==> src/rtl/priority_encoder_8x3.sv <==
// Sequential 8-to-3 priority encoder: request pulses accumulate in a pending register and
// the selected index is issued one per valid/ready transfer, with a sticky overflow flag.
module priority_encoder_8x3 #(
  parameter int unsigned PRIORITY_HIGH = 1
) (
  input  logic       clk_i,
  input  logic       rst_i,
  input  logic       enable_i,
  input  logic [7:0] req_i,
  input  logic       code_ready_i,
  input  logic       clear_ovf_i,
  output logic [2:0] code_o,
  output logic       code_valid_o,
  output logic [7:0] pending_o,
  output logic       overflow_o
);

  typedef enum logic [0:0] {StIdle, StPresent} state_e;

  state_e     state_q, state_d;
  logic [7:0] pending_q, pending_d;
  logic [2:0] code_q, code_d;
  logic       code_valid_q, code_valid_d;
  logic       overflow_q, overflow_d;

  logic [2:0] sel_idx;
  logic [7:0] sel_mask;
  logic [7:0] clr_mask;
  logic [7:0] cap;
  logic       issue;

  // Later loop iterations win, so scan order sets the polarity.
  always_comb begin
    sel_idx = '0;
    if (PRIORITY_HIGH != 0) begin
      for (int i = 0; i < 8; i++) begin
        if (pending_q[i]) sel_idx = 3'(i);
      end
    end else begin
      for (int i = 7; i >= 0; i--) begin
        if (pending_q[i]) sel_idx = 3'(i);
      end
    end
  end

  assign sel_mask = 8'b1 << sel_idx;

  always_comb begin
    cap   = enable_i ? req_i : '0;
    // Candidates come from pending_q only; same-edge captures wait for the next edge.
    issue = enable_i && (pending_q != '0) && ((state_q == StIdle) || code_ready_i);
    clr_mask = issue ? sel_mask : '0;
    // Capture is OR-ed after the clear so a colliding new request survives.
    pending_d  = (pending_q & ~clr_mask) | cap;
    overflow_d = (|(cap & pending_q & ~clr_mask)) | (overflow_q & ~clear_ovf_i);

    state_d = state_q;
    code_d  = code_q;
    unique case (state_q)
      StIdle: begin
        if (issue) begin
          code_d  = sel_idx;
          state_d = StPresent;
        end
      end
      StPresent: begin
        if (code_ready_i) begin
          if (issue) code_d = sel_idx;
          else       state_d = StIdle;
        end
      end
    endcase
    code_valid_d = (state_d == StPresent);
  end

  always_ff @(posedge clk_i or posedge rst_i) begin
    if (rst_i) begin
      state_q      <= StIdle;
      pending_q    <= '0;
      code_q       <= '0;
      code_valid_q <= 1'b0;
      overflow_q   <= 1'b0;
    end else begin
      state_q      <= state_d;
      pending_q    <= pending_d;
      code_q       <= code_d;
      code_valid_q <= code_valid_d;
      overflow_q   <= overflow_d;
    end
  end

  assign code_o       = code_q;
  assign code_valid_o = code_valid_q;
  assign pending_o    = pending_q;
  assign overflow_o   = overflow_q;

endmodule

==> config.mk <==
export PLATFORM = sky130hd
export DESIGN_NAME = priority_encoder_8x3
export DESIGN_NICKNAME = d
export VERILOG_FILES = /design/src/rtl/priority_encoder_8x3.sv
export SDC_FILE = /design/constraint.sdc
export NUM_CORES = 1
export LEC_CHECK = 0
export CORE_UTILIZATION = 35
export CTS_BUF_LIST = sky130_fd_sc_hd__clkbuf_4
export CTS_CLUSTER_SIZE = 10
export DETAILED_ROUTE_END_ITERATION = 10
export DONT_BUFFER_PORTS = 1
export PLACE_DENSITY = 0.53
export SLEW_MARGIN = 30
export SYNTH_ARGS = -nofsm -noshare
export SYNTH_HDL_FRONTEND = slang
export SYNTH_SLANG_ARGS = --single-unit
export TNS_END_PERCENT = 50
==> constraint.sdc <==
create_clock -name clk_i -period 1.7 [get_ports clk_i]
set_input_delay 0.34 -clock clk_i [delete_from_list [all_inputs] [get_ports clk_i]]
set_output_delay 0.34 -clock clk_i [all_outputs]
set_load 0.005 [all_outputs]
## After elaboration in Yosys (flattened, before gate mapping)

Index checks and enable logic that the tools add are counted.

- Input bits: 13
- Word-level logic and storage cells: 35
- Flip-flop bits (word level): 13

- Equality and inequality tests: 1
- Mux-type cells: 15
- Reductions and logical operators: 5
- Shift-type cells: 1
- Bitwise logic cells: 9

Operators with widths:

| operator | count |
|---|---|
| 8-bit AND | 3 |
| 3-bit 2-to-1 mux | 7 |
| 8-bit 2-to-1 mux | 2 |
| 8-bit inverter | 1 |
| 8-bit OR | 1 |
| 8-bit nonzero test | 1 |
| 8-bit OR reduction | 1 |
| 1-bit by 3-bit << shifter with 8-bit output (first input constant) | 1 |
| 3-bit case mux with 2 select lines | 1 |
| 1-bit 2-to-1 mux | 3 |
| 1-bit logical AND | 2 |
| 2-bit 2-to-1 mux | 1 |
| 2-bit inequality test (second input constant) | 1 |
| 1-bit inverter | 2 |
| 1-bit case mux with 2 select lines | 1 |
| 1-bit AND | 1 |
| 1-bit logical OR | 1 |
| 1-bit OR | 1 |

## Logic depth before layout (Yosys ltp)

Gate-level depths: netlist (run 1).

- Word-level depth: 13
- Gate-level depth with buffers: 5
- Gate-level depth less buffers: 5

## Worst setup path after synthesis (run 1)

OpenSTA, ideal clock, no wires.

- Path type: reg-to-reg
- Start: register pending_q[5], in the netlist pending_o[5]
- End: register overflow_q, in the netlist overflow_o
- Buffers on the path: 0
- Slack: 0.362 ns
- Setup time: 0.139 ns
- Stages on the path, launching flop included: 5
- Data arrival time: 1.199 ns
- Cell sequence: dfrtp_1 -> nor4_4 -> a21oi_2 -> nor3_1 -> o2111ai_1

- Longest elaborated chain between the ends: 9
- Elaborated cells between the ends (all ways): 13
- Classes of those cells: 1 x shift; 4 x mux; 4 x bitwise; 4 x reduce/logical

Ends and longest elaborated chain:

| item | line | source |
|---|---|---|
| from (decl) | 21 | `logic [7:0] pending_q, pending_d;` |
| from (signal assigned) | 85 | `pending_q <= pending_d;` |
| 3-bit 2-to-1 mux (3 in a row) | 37 | `if (pending_q[i]) sel_idx = 3'(i);` |
| 1-bit by 3-bit << shifter with 8-bit output | 46 | `assign sel_mask = 8'b1 << sel_idx;` |
| 8-bit 2-to-1 mux | 52 | `clr_mask = issue ? sel_mask : '0;` |
| 8-bit inverter | 55 | `overflow_d = (\|(cap & pending_q & ~clr_mask)) \| (overflow_q & ~clear_ovf_i);` |
| 8-bit AND * | 55 |  |
| 8-bit OR reduction * | 55 |  |
| 1-bit OR * | 55 |  |
| via overflow_d | 24 | `logic overflow_q, overflow_d;` |
| to (signal assigned) | 88 | `overflow_q <= overflow_d;` |
| to (decl) | 24 |  |

Mark *: on every way through the listed nets, which the timed path passes. The rest lies on a longest branch.
A chain may end at the register's enable or synchronous reset.

## Final worst setup path (run 1)

Ends and elaborated chain as after synthesis.

==> metrics.log, run 1 <==
[metrics] required time at the endpoint of the critical path: 1.84 ns
[metrics] post-route cell area: 774 µm²
[metrics] Root Buffer Master: clkbuf_4
[metrics] switching power summed over all nets: 0.193 mW
[metrics] clock transition at the registers of the reported paths: 0.09 ns
[metrics] remaining antenna violation count: 0
[metrics] H-tree levels: 1
[metrics] clk buf depth: 2
[metrics] via count of the first global-routing pass: 599
[metrics] clock latency on the worst-skew pair: 0.28 ns
[metrics] switching power share of the total: 0.285
[metrics] portion of total power attributed to combinational logic: 0.136
[metrics] start point of the worst min-delay path: enable_i
[metrics] DRT Pass-1 Iters: 4
[metrics] number of I/O pins: 26
[metrics] hold worst-path end: pending_o[2]$_DFF_PP0_
[metrics] vertical die dimension: 46.6 µm
[metrics] worst relative slew slack: 0.665
[metrics] type of the worst setup path: register to register
[metrics] Min-Delay Path Depth: 2
[metrics] Hold-fix buffers, CTS: 1
[metrics] critical path launch point type: register
[metrics] total via count in the routed design: 607
[metrics] number of flip-flops and latches in the synthesized netlist: 13
[metrics] Initial Util: 0.387
[metrics] leading cell type in the layout, fill and taps excluded: nand2_1
[metrics] TritonCTS clock tree: yes
[metrics] TritonCTS Buffers: 3
[metrics] reg2reg path depth: 4
[metrics] fraction of layout instances using a drive strength above 1: 0.120
[metrics] DIE AREA: 2170 µm²
[metrics] period utilization: 0.894
[metrics] result of the run: finished, final reports clean
[metrics] global placer's final weighted congestion: 0.798
[metrics] top library cells by usage in the layout, fill and taps aside: 17 x nand2_1, 13 x dfrtp_1, 8 x nand3_1
[metrics] leakage power figure: 0.324 nW
[metrics] P&R area growth vs syn: 11.1%
[metrics] endpoint type of the worst setup path: register
[metrics] wire length of the first global-routing pass: 2810 µm
[metrics] number of inserted diodes: 0
[metrics] warnings from Yosys: 0
[metrics] global-route usage over all layers: 0.188
[metrics] width of the chip: 46.6 µm
[metrics] HPWL after detailed placement: 1270 µm
[metrics] portion of total power attributed to sequential cells: 0.554
[metrics] WP data arrival: 1.66 ns
[metrics] Worst R2R End: overflow_o$_DFF_PP0_
[metrics] total gr overflow: 0
[metrics] pwr/cell area: 872 nW/µm²
[metrics] antenna violations before repair: 0
[metrics] Synth Cell Area: 697 µm²
[metrics] register-to-register path setup slack: 0.18 ns
[metrics] launch point of the worst reg-to-reg path: pending_o[5]$_DFF_PP0_
[metrics] Area after DPL: 734 µm²
[metrics] Pins Over Slew Limit: 0
[metrics] critical path startpoint: pending_o[5]$_DFF_PP0_
[metrics] internal portion of total power: 0.483 mW
[metrics] vias per std cell: 5.62
[metrics] pin count of the biggest net entering global routing: 20
[metrics] number of gates resized after CTS: 0
[metrics] setup repair after global routing missed its margin: false
[metrics] worst min-delay path class: input port to register
[metrics] total number of nets in the final design: 97
[metrics] min Tclk post-route: 1.52 ns
[metrics] average cell area after synthesis: 8.93 µm²
[metrics] final setup skew: 0.00840 ns
[metrics] proportion of power drawn by the clock network: 0.310
[metrics] highest ir drop seen on vdd: 477 µV
[metrics] number of failing setup endpoints in the final timing report: 0
[metrics] synthesized netlist net count: 91
[metrics] maximum net fanout on the critical path: 6
[metrics] count of distinct cell types in the synthesized netlist: 25
[metrics] sum of negative setup slack: 0 ns
[metrics] number of buffers inserted by port buffering: 0
[metrics] Max Cap Viol: 0
[metrics] Peak Freq: 0.658 GHz
[metrics] routed wire length: 1670 µm
[metrics] clock tree sinks: 13
[metrics] Synth Instances: 78
[metrics] Detailed Route Iter0 Violations: 16
[metrics] portion of the post-synthesis area used by sequential elements: 0.467
[metrics] floorplan row count: 15
[metrics] core area: 1800 µm²
[metrics] final hold violations: 0
[metrics] average routed wire per standard cell: 15.4 µm
[metrics] DR DRC count: 0
[metrics] transition time at the pin with the least slew margin: 0.502 ns
[metrics] post-CTS setup buffer count: 0
[metrics] final cell utilization of the core: 0.430
==> cell usage after synthesis (all sizes together) <==
library cell / instances / area (µm²)
nor4: 2 / 27.5
o41ai: 1 / 16.3
nor3: 1 / 5.00
nand2: 18 / 70.1
o21ai: 5 / 25.0
buf: 2 / 8.75
nand2b: 2 / 12.5
nand3: 8 / 40.0
nor2: 4 / 15.0
a22o: 6 / 52.6
o21bai: 1 / 7.51
a21oi: 5 / 28.8
a31oi: 1 / 6.26
inv: 3 / 11.3
nor2b: 1 / 6.26
dfrtp: 13 / 325
o22ai: 1 / 6.26
and2: 1 / 6.26
o2111ai: 1 / 8.76
o31a: 1 / 8.76
a41oi: 1 / 8.76
==> metrics by stage <==
step	hold WS (ns)	worst slack, ns	cells	power [mW]
6_report	0.163	0.180	108	0.676
5_1_grt	0.164	0.0223	108	0.719
4_1_cts	0.163	0.167	108	0.685
3_5_place_dp	0.296	0.166	103	0.473
3_3_place_gp	0.292	0.231	103	0.472
2_1_floorplan	0.217	0.362	78	0.447
==> layer usage <==
layer	GRT usage	vias up	wire [µm]
met5	0	-	0
met4	0.0857	0	40
met3	0.0627	4	136
met2	0.278	29	762
met1	0.245	279	727
li1	-	295	-
==> power groups by stage <==
| stage | combinational (mW) | clock, mW | sequential [mW] |
|---|---|---|---|
| 2_1_floorplan | 0.0737 | 0 | 0.373 |
| 3_3_place_gp | 0.0914 | 0 | 0.380 |
| 3_5_place_dp | 0.0911 | 0 | 0.382 |
| 4_1_cts | 0.0936 | 0.216 | 0.376 |
| 5_1_grt | 0.107 | 0.231 | 0.381 |
| 6_report | 0.0920 | 0.210 | 0.374 |
==> cells by family after synthesis <==
group           share of synthesized area
buf+inv                            0.0287
compound gates                      0.242
flops                               0.467
simple gates                        0.262
==> state kept, by name (all words and copies together), names as in the netlist <==
register,cells
code_o,3
overflow_o,1
pending_o,8
code_valid_o,1
==> layout make-up <==
cell class,count,area (µm²)
timing repair buffer,3,25.0
inverter,3,11.3
multi-input combinational,60,352
tap,25,31.3
clock buffer,4,30.0
sequential,13,325
fill,189,1030
==> critical path: stages, from the launching register on <==
cell and delay, ns:
dfrtp_1 0.48, nor4_4 0.48, a21oi_2 0.09, nor3_1 0.18, o2111ai_1 0.15
==> worst max path at each step <==
stage	slack, ns	depth (start not counted)	end
2_1_floorplan	0.36	4	overflow_o$_DFF_PP0_
3_3_place_gp	0.23	4	overflow_o$_DFF_PP0_
3_5_place_dp	0.17	4	overflow_o$_DFF_PP0_
4_1_cts	0.17	4	overflow_o$_DFF_PP0_
5_1_grt	0.02	4	code_o[0]$_DFFE_PP0P_
6_report	0.18	4	overflow_o$_DFF_PP0_
Note: power is estimated with default switching activity, not from simulation.
==> run 2, diff against run 1 <==
--- a/config.mk
+++ b/config.mk
@@ -7,9 +7,11 @@
 export LEC_CHECK = 0
 export CORE_UTILIZATION = 35
 export CTS_BUF_LIST = sky130_fd_sc_hd__clkbuf_4
+export CTS_CLUSTER_DIAMETER = 200
 export CTS_CLUSTER_SIZE = 10
 export DETAILED_ROUTE_END_ITERATION = 10
 export DONT_BUFFER_PORTS = 1
+export MAX_ROUTING_LAYER = met4
 export PLACE_DENSITY = 0.53
 export SLEW_MARGIN = 30
 export SYNTH_ARGS = -nofsm -noshare
==> metrics.log, run 2 (same netlist as run 1, synthesis figures left out) <==
[metrics] Max Cap Viol: 0
[metrics] DIE AREA: 2170 µm²
[metrics] fraction of layout instances using a drive strength above 1: 0.120
[metrics] Largest register FFs: 8
[metrics] cell-by-cell listing of the critical path: nor4_4, a21oi_2, nor3_1, o2111ai_1
[metrics] register-to-register path setup slack: 0.18 ns
[metrics] TritonCTS Buffers: 3
[metrics] number of I/O pins: 26
[metrics] switching power summed over all nets: 0.193 mW
[metrics] transition time at the pin with the least slew margin: 0.503 ns
[metrics] portion of total power attributed to sequential cells: 0.554
[metrics] remaining antenna violation count: 0
[metrics] leading cell type in the layout, fill and taps excluded: nand2_1
[metrics] clock latency on the worst-skew pair: 0.28 ns
[metrics] result of the run: finished, final reports clean
[metrics] portion of total power attributed to combinational logic: 0.137
[metrics] Pins Over Slew Limit: 0
[metrics] setup repair after global routing missed its margin: false
[metrics] average routed wire per standard cell: 15.6 µm
[metrics] endpoint type of the worst setup path: register
[metrics] clk buf depth: 2
[metrics] number of inserted diodes: 0
[metrics] final setup skew: 0.00761 ns
[metrics] via count of the first global-routing pass: 600
[metrics] tightest hold margin: 0.164 ns
[metrics] Crit path buffers/inverters: 0
[metrics] DR DRC count: 0
[metrics] final cell utilization of the core: 0.430
[metrics] final hold violations: 0
[metrics] type of the worst setup path: register to register
[metrics] Peak Freq: 0.657 GHz
[metrics] family with the most delay on the worst path: simple AND/OR/NAND/NOR gates
[metrics] Max stage delay on crit path: 0.48 ns
[metrics] maximum net fanout on the critical path: 6
[metrics] total number of nets in the final design: 97
[metrics] critical path launch point type: register
[metrics] highest ir drop seen on vdd: 476 µV
[metrics] switching power share of the total: 0.285
[metrics] final-layout fill cell count: 189
[metrics] proportion of power drawn by the clock network: 0.309
[metrics] DRT Pass-1 Iters: 4
[metrics] total gr overflow: 0
[metrics] worst relative slew slack: 0.664
[metrics] required time at the endpoint of the critical path: 1.84 ns
[metrics] top library cells by usage in the layout, fill and taps aside: 17 x nand2_1, 13 x dfrtp_1, 8 x nand3_1
[metrics] clock transition at the registers of the reported paths: 0.08 ns
[metrics] vias per std cell: 5.61
[metrics] pin count of the biggest net entering global routing: 20
[metrics] HPWL after detailed placement: 1270 µm
[metrics] H-tree levels: 1
[metrics] Initial Util: 0.387
[metrics] global placer's final weighted congestion: 0.809
[metrics] vertical die dimension: 46.6 µm
[metrics] floorplan row count: 15
[metrics] worst min-delay path class: input port to register
[metrics] period utilization: 0.895
[metrics] antenna violations before repair: 0
[metrics] number of failing setup endpoints in the final timing report: 0
[metrics] number of gates resized after CTS: 0
[metrics] pwr/cell area: 873 nW/µm²
[metrics] core area: 1800 µm²
[metrics] routed wire length: 1680 µm
[metrics] width of the chip: 46.6 µm
[metrics] Detailed Route Iter0 Violations: 14
[metrics] P&R area growth vs syn: 11.1%
[metrics] global-route usage over all layers: 0.193
[metrics] total via count in the routed design: 606
[metrics] sum of negative setup slack: 0 ns
[metrics] internal portion of total power: 0.483 mW
[metrics] leakage power figure: 0.324 nW
[metrics] slowest stage cell on the critical path: dfrtp_1
[metrics] number of buffers inserted by port buffering: 0
[metrics] Root Buffer Master: clkbuf_4
[metrics] TritonCTS clock tree: yes
[metrics] clock tree sinks: 13
[metrics] wire length of the first global-routing pass: 2810 µm
[metrics] min Tclk post-route: 1.52 ns
[metrics] WP data arrival: 1.66 ns
-- run 2: cell counts in the layout (fill, tap and decap cells not counted) --
Identical to the previous run, type by type.
-- run 2: layout make-up --
cell class / instances / area [µm²] / area share
Tap cell: 25 / 31.3 / 0.0404
Sequential cell: 13 / 325 / 0.420
Multi-Input combinational cell: 60 / 352 / 0.454
Timing Repair Buffer: 3 / 25.0 / 0.0323
Clock buffer: 4 / 30.0 / 0.0388
Inverter: 3 / 11.3 / 0.0145
-- run 2: path summary, 6_finish.rpt --
path	end	start	depth (start not counted)
worst min register to register	code_o[1]$_DFFE_PP0P_	code_o[1]$_DFFE_PP0P_	2
max in group asynchronous	pending_o[1]$_DFF_PP0_	rst_i	2
worst min-delay path	pending_o[2]$_DFF_PP0_	enable_i	2
worst max register to register	overflow_o$_DFF_PP0_	pending_o[5]$_DFF_PP0_	4
min in group asynchronous	code_o[2]$_DFFE_PP0P_	rst_i	2
worst max-delay path	overflow_o$_DFF_PP0_	pending_o[5]$_DFF_PP0_	4
-- run 2: metrics by stage --
step           power, mW  instances  area, µm²  setup slack (ns)
2_1_floorplan      0.447         78        697             0.362
3_3_place_gp       0.472        103        734             0.231
3_5_place_dp       0.473        103        734             0.166
4_1_cts            0.685        108        774             0.167
5_1_grt            0.719        108        774            0.0223
6_report           0.676        108        774             0.178
-- run 2: layer usage --
layer	part of all wire	global-route usage
met5	0	-
met2	0.45	0.278
met4	0.024	0.0857
met1	0.45	0.245
met3	0.070	0.0627
-- run 2: power by group through the flow --
stage / combinational, mW / sequential [mW] / clock [mW]
after detailed placement: 0.0911 / 0.382 / 0
after global placement: 0.0914 / 0.380 / 0
final: 0.0924 / 0.375 / 0.209
after floorplan: 0.0737 / 0.373 / 0
after global routing: 0.107 / 0.381 / 0.231
after CTS: 0.0936 / 0.376 / 0.216
-- run 2: timing repair --
| action | 4_1_cts | 5_1_grt |
|---|---|---|
| hold endpoints to repair | 7 | 0 |
| hold buffers | 1 | 0 |
| buffers inserted | 0 | 0 |
==> run 3, diff against run 2 <==
--- a/config.mk
+++ b/config.mk
@@ -5,14 +5,16 @@
 export SDC_FILE = /design/constraint.sdc
 export NUM_CORES = 1
 export LEC_CHECK = 0
-export CORE_UTILIZATION = 35
+export CAP_MARGIN = 20
+export CORE_AREA = 2 2 39 41
 export CTS_BUF_LIST = sky130_fd_sc_hd__clkbuf_4
 export CTS_CLUSTER_DIAMETER = 200
 export CTS_CLUSTER_SIZE = 10
 export DETAILED_ROUTE_END_ITERATION = 10
+export DIE_AREA = 0 0 41 43
 export DONT_BUFFER_PORTS = 1
 export MAX_ROUTING_LAYER = met4
-export PLACE_DENSITY = 0.53
+export PLACE_DENSITY = 0.71
 export SLEW_MARGIN = 30
 export SYNTH_ARGS = -nofsm -noshare
 export SYNTH_HDL_FRONTEND = slang
==> metrics.log, run 3 (same netlist as run 1, synthesis figures left out) <==
[metrics] sum of negative setup slack: 0 ns
[metrics] worst relative slew slack: 0.654
[metrics] transition time at the pin with the least slew margin: 0.518 ns
[metrics] leading cell type in the layout, fill and taps excluded: nand2_1
[metrics] remaining antenna violation count: 0
[metrics] vias per std cell: 6.39
[metrics] number of gates resized after CTS: 0
[metrics] number of failing setup endpoints in the final timing report: 0
[metrics] clock tree sinks: 13
[metrics] highest ir drop seen on vdd: 499 µV
[metrics] topmost layer with routed signal wires: met4
[metrics] wire length on met2: 775 µm
[metrics] Place WS: 0.225 ns
[metrics] final setup skew: 0.00125 ns
[metrics] number of buffers inserted by port buffering: 0
[metrics] fraction of layout instances using a drive strength above 1: 0.110
[metrics] Detailed Route Iter0 Violations: 23
[metrics] total via count in the routed design: 626
[metrics] post-route worst setup slack: 0.201 ns
[metrics] critical path launch point type: register
[metrics] Peak Freq: 0.667 GHz
[metrics] Largest register FFs: 8
[metrics] DR DRC count: 0
[metrics] WP data arrival: 1.67 ns
[metrics] vertical die dimension: 43 µm
[metrics] clock transition at the registers of the reported paths: 0.08 ns
[metrics] cell-by-cell listing of the critical path: nor4_4, nand2_2, o41ai_2, nand2_1
[metrics] core area: 1380 µm²
[metrics] TritonCTS Buffers: 3
[metrics] top library cells by usage in the layout, fill and taps aside: 17 x nand2_1, 13 x dfrtp_1, 8 x nand3_1
[metrics] period utilization: 0.882
[metrics] pwr/cell area: 882 nW/µm²
[metrics] clock latency on the worst-skew pair: 0.29 ns
[metrics] setup repair after global routing missed its margin: false
[metrics] clk buf depth: 2
[metrics] Initial Util: 0.504
[metrics] P&R area growth vs syn: 8.08%
[metrics] Pins Over Slew Limit: 0
[metrics] via count of the first global-routing pass: 535
[metrics] required time at the endpoint of the critical path: 1.87 ns
[metrics] endpoint type of the worst setup path: register
[metrics] floorplan row count: 14
[metrics] DRT Pass-1 Iters: 4
[metrics] Area after DPL: 716 µm²
[metrics] Max stage delay on crit path: 0.50 ns
[metrics] antenna violations before repair: 0
[metrics] global-route usage over all layers: 0.232
[metrics] pin count of the biggest net entering global routing: 20
[metrics] routed wire length: 1650 µm
[metrics] number of I/O pins: 26
[metrics] leakage power figure: 0.319 nW
[metrics] HPWL after detailed placement: 1200 µm
[metrics] TritonCTS clock tree: yes
[metrics] average routed wire per standard cell: 16.9 µm
[metrics] maximum net fanout on the critical path: 8
[metrics] Max Cap Viol: 0
[metrics] worst min-delay path class: input port to register
[metrics] global placer's final weighted congestion: 0.894
[metrics] result of the run: finished, final reports clean
[metrics] slowest stage cell on the critical path: dfrtp_1
[metrics] tightest hold margin: 0.162 ns
[metrics] H-tree levels: 1
[metrics] post-route cell area: 753 µm²
[metrics] Power, Total: 0.665 mW
[metrics] final-layout fill cell count: 133
[metrics] min Tclk post-route: 1.50 ns
[metrics] Root Buffer Master: clkbuf_4
[metrics] post-CTS setup buffer count: 0
[metrics] DIE AREA: 1760 µm²
[metrics] final hold violations: 0
[metrics] Met1 Wirelength: 724 µm
[metrics] total number of nets in the final design: 96
[metrics] met3 WL post-DR: 113 µm
[metrics] total gr overflow: 0
[metrics] Crit path buffers/inverters: 0
[metrics] number of inserted diodes: 0
[metrics] wire length of the first global-routing pass: 2590 µm
[metrics] sequential standard cell area: 325 µm²
[metrics] width of the chip: 41 µm
[metrics] type of the worst setup path: register to register
[metrics] total area of multi-input combinational cells: 352 µm²
[metrics] family with the most delay on the worst path: simple AND/OR/NAND/NOR gates
[run 3: cell count changes in the layout (fill, tap and decap cells not counted)]
cell      before  now
clkbuf_4       4    3
buf_4          2    1
clkinv_2       0    1
[run 3: power breakdown]
part	leakage, nW	internal [mW]	switching [mW]
registers	0.131	0.335	0.0397
clock network	0.0177	0.0876	0.114
logic	0.170	0.0387	0.0492
total	0.319	0.462	0.203
[run 3: final timing paths]
path | startpoint | endpoint | slack [ns] | cells after the start
worst min-delay path | enable_i | pending_o[2]$_DFF_PP0_ | 0.16 | 2
worst min register to register | code_o[1]$_DFFE_PP0P_ | code_o[1]$_DFFE_PP0P_ | 0.51 | 2
max in group asynchronous | rst_i | code_valid_o$_DFF_PP0_ | 0.84 | 2
worst max-delay path | pending_o[7]$_DFF_PP0_ | pending_o[0]$_DFF_PP0_ | 0.20 | 4
min in group asynchronous | rst_i | overflow_o$_DFF_PP0_ | 0.52 | 2
worst max register to register | pending_o[7]$_DFF_PP0_ | pending_o[0]$_DFF_PP0_ | 0.20 | 4
[run 3: cell type report]
cell class                 instances  area share
inverter                           3      0.0150
clock buffer                       3      0.0299
tap                               16      0.0266
multi-input combinational         60       0.467
sequential                        13       0.432
clock inverter                     1     0.00664
timing repair buffer               2      0.0233
[run 3: metal layers]
layer	up-vias	GRT usage
met5	-	-
met4	0	0.140
met3	5	0.0576
met2	25	0.306
met1	306	0.310
li1	290	-
[run 3: through the flow]
stage               instances  utilization
floorplan                  78            -
global placement           93        0.517
detailed placement         93        0.517
CTS                        98        0.544
global route               98        0.544
finish                     98        0.544
[run 3: worst reg2reg max path, cell delays in order, from the launching register on]
cell and delay [ns]:
dfrtp_1 0.50, nor4_4 0.46, nand2_2 0.11, o41ai_2 0.21, nand2_1 0.11
[run 3: what timing repair did]
item,4_1_cts,5_1_grt
setup endpoints to repair,0,0
endpoints found under the hold margin,13,0
hold buffers,1,0
==> variant, RTL diff (config.mk and constraints of run 2) <==
Register the output `overflow_o` once more, with the module's reset; this adds one clock of latency there. The other outputs are not delayed to match.
--- a/src/rtl/priority_encoder_8x3.sv
+++ b/src/rtl/priority_encoder_8x3.sv
@@ -92,7 +92,13 @@
   assign code_o       = code_q;
   assign code_valid_o = code_valid_q;
   assign pending_o    = pending_q;
-  assign overflow_o   = overflow_q;
+  always_ff @(posedge clk_i or posedge rst_i) begin
+    if (rst_i) begin
+      overflow_o <= '0;
+    end else begin
+      overflow_o <= overflow_q;
+    end
+  end
 
 endmodule
 
Formal check against the unedited RTL: not equivalent (a bounded check fails within 4 cycles, from zero or initial values and one cycle with rst_i high).
==> variant against run 2 <==
Wire length fell by 1.2%. Sequential cell count rose by 1. Total power rose by 1.6%. Synthesized cell count rose by 1.3%. Worst setup slack improved by 0.0075 ns. Maximum frequency rose by 0.50%. Non-clock buffer count fell by 1. Synthesized area rose by 3.6%. Die area rose by 3.4%. Cell area rose by 2.1%. Critical path type unchanged.
==> variant: results (changes against run 2) <==
status -> finished, final reports clean (unchanged)
Worst Tran Pin Value -> 0.533 ns (was 0.503 ns)
Hold WC Path Type -> input port to flop (unchanged)
post-synth cell types -> 25 (unchanged)
Final Wtd Congestion -> 0.912 (was 0.809)
vias in the first global route -> 548 (was 600)
syn nets -> 92 (was 91)
top cells by area, synth -> dfrtp_1, nand2_1, a22o_1 (unchanged)
Place WS -> 0.212 ns (was 0.166 ns)
sequential fraction of the synthesis area -> 48.5% (was 46.7%)
root buffer cell -> clkbuf_4 (unchanged)
FILL cells -> 214 (was 189)
Total GRT Usage -> 17.6% (was 19.3%)
global-route wire length before repair -> 2560 µm (was 2810 µm)
CTS Buf Count -> 3 (unchanged)
dpl hpwl -> 1220 µm (was 1270 µm)
clock buffer depth -> 2 (unchanged)
vias post-DR -> 617 (was 606)
DRT iter0 DRCs -> 20 (was 14)
Post-CTS Hold Fix Bufs -> 1 (unchanged)
r2r setup slk -> 0.19 ns
R2R depth -> 4 (unchanged)
Pre-Repair DR Iteration Count -> 4 (unchanged)
worst vdd ir -> 0.337 mV (was 0.476 mV)
Lkg Pwr -> 0.326 nW (was 0.324 nW)
Worst path slowest cell -> dfrtp_1 (unchanged)
CP max stage delay -> 0.50 ns (was 0.48 ns)
CP Data Arrival Time -> 1.68 ns (was 1.66 ns)
crit share post-route -> 89.1% (was 89.5%)
CP Max Fanout -> 8 (was 6)
Avg WL per Cell -> 15.1 µm (was 15.6 µm)
layout cells sized above 1 -> 9.64% (was 12.0%)
Synth Flop Type -> dfrtp_1 (unchanged)
Setup Fix Bufs, Post-CTS -> 0 (unchanged)
Post-synth top cells -> nand2_1, dfrtp_1, nand3_1 (unchanged)
skew final -> 0.00153 ns (was 0.00761 ns)
[variant: changes by cell type in the layout (fill, tap and decap cells not counted), sizes merged]
cell / change
buf: -1
clkbuf: -1
clkinv: +1
dfrtp: +1
[variant: metrics by stage]
| step | std cells | cell area [µm²] | hold WS [ns] |
|---|---|---|---|
| floorplan | 79 | 722 | 0.229 |
| global placement | 105 | 754 | 0.302 |
| detailed placement | 105 | 754 | 0.308 |
| CTS | 110 | 791 | 0.156 |
| global route | 110 | 791 | 0.161 |
| finish | 110 | 791 | 0.160 |
[variant: cell families after synthesis]
kind of cell / after synthesis / share of synthesized area, %
AND/OR/NAND/NOR: 37 / 25.3
AO/OA/AOI/OAI: 23 / 23.4
flip-flops: 14 / 48.5
buffers and inverters: 5 / 2.77
[variant: worst paths after layout]
kind / from / end
max: pending_o[7] / pending_o[0]
min: enable_i / pending_o[6]
max reg2reg: pending_o[7] / pending_o[0]
min reg2reg: overflow_q / overflow_o
max in group asynchronous: rst_i / pending_o[0]
min in group asynchronous: rst_i / code_o[1]
[variant: critical path, delay by kind of cell (launching register included)]
kind | cells | cell delay, ns
simple gates | 3 | 0.68
flops | 1 | 0.50
compound gates | 1 | 0.22
[variant: metal layers]
layer | GRT usage (%) | routed length (µm) | vias to the layer above
met5 | - | 0 | -
met4 | 7.43 | 32 | 0
met3 | 5.28 | 113 | 5
met2 | 24.4 | 746 | 28
met1 | 23.6 | 771 | 286
li1 | - | - | 298
[variant: area by class of cell]
class / instances / share of cell area [%]
multi-input combinational: 60 / 44.5
sequential: 14 / 44.3
tap: 27 / 4.27
clock buffer: 3 / 2.85
timing repair buffer: 2 / 2.22
inverter: 3 / 1.42
clock inverter: 1 / 0.475
[variant: report_power, final]
part	internal, W	switching, W	total (W)
combinational	0.0000386	0.0000489	0.0000875
clock	0.0000853	0.000111	0.000197
sequential	0.000361	0.0000422	0.000403
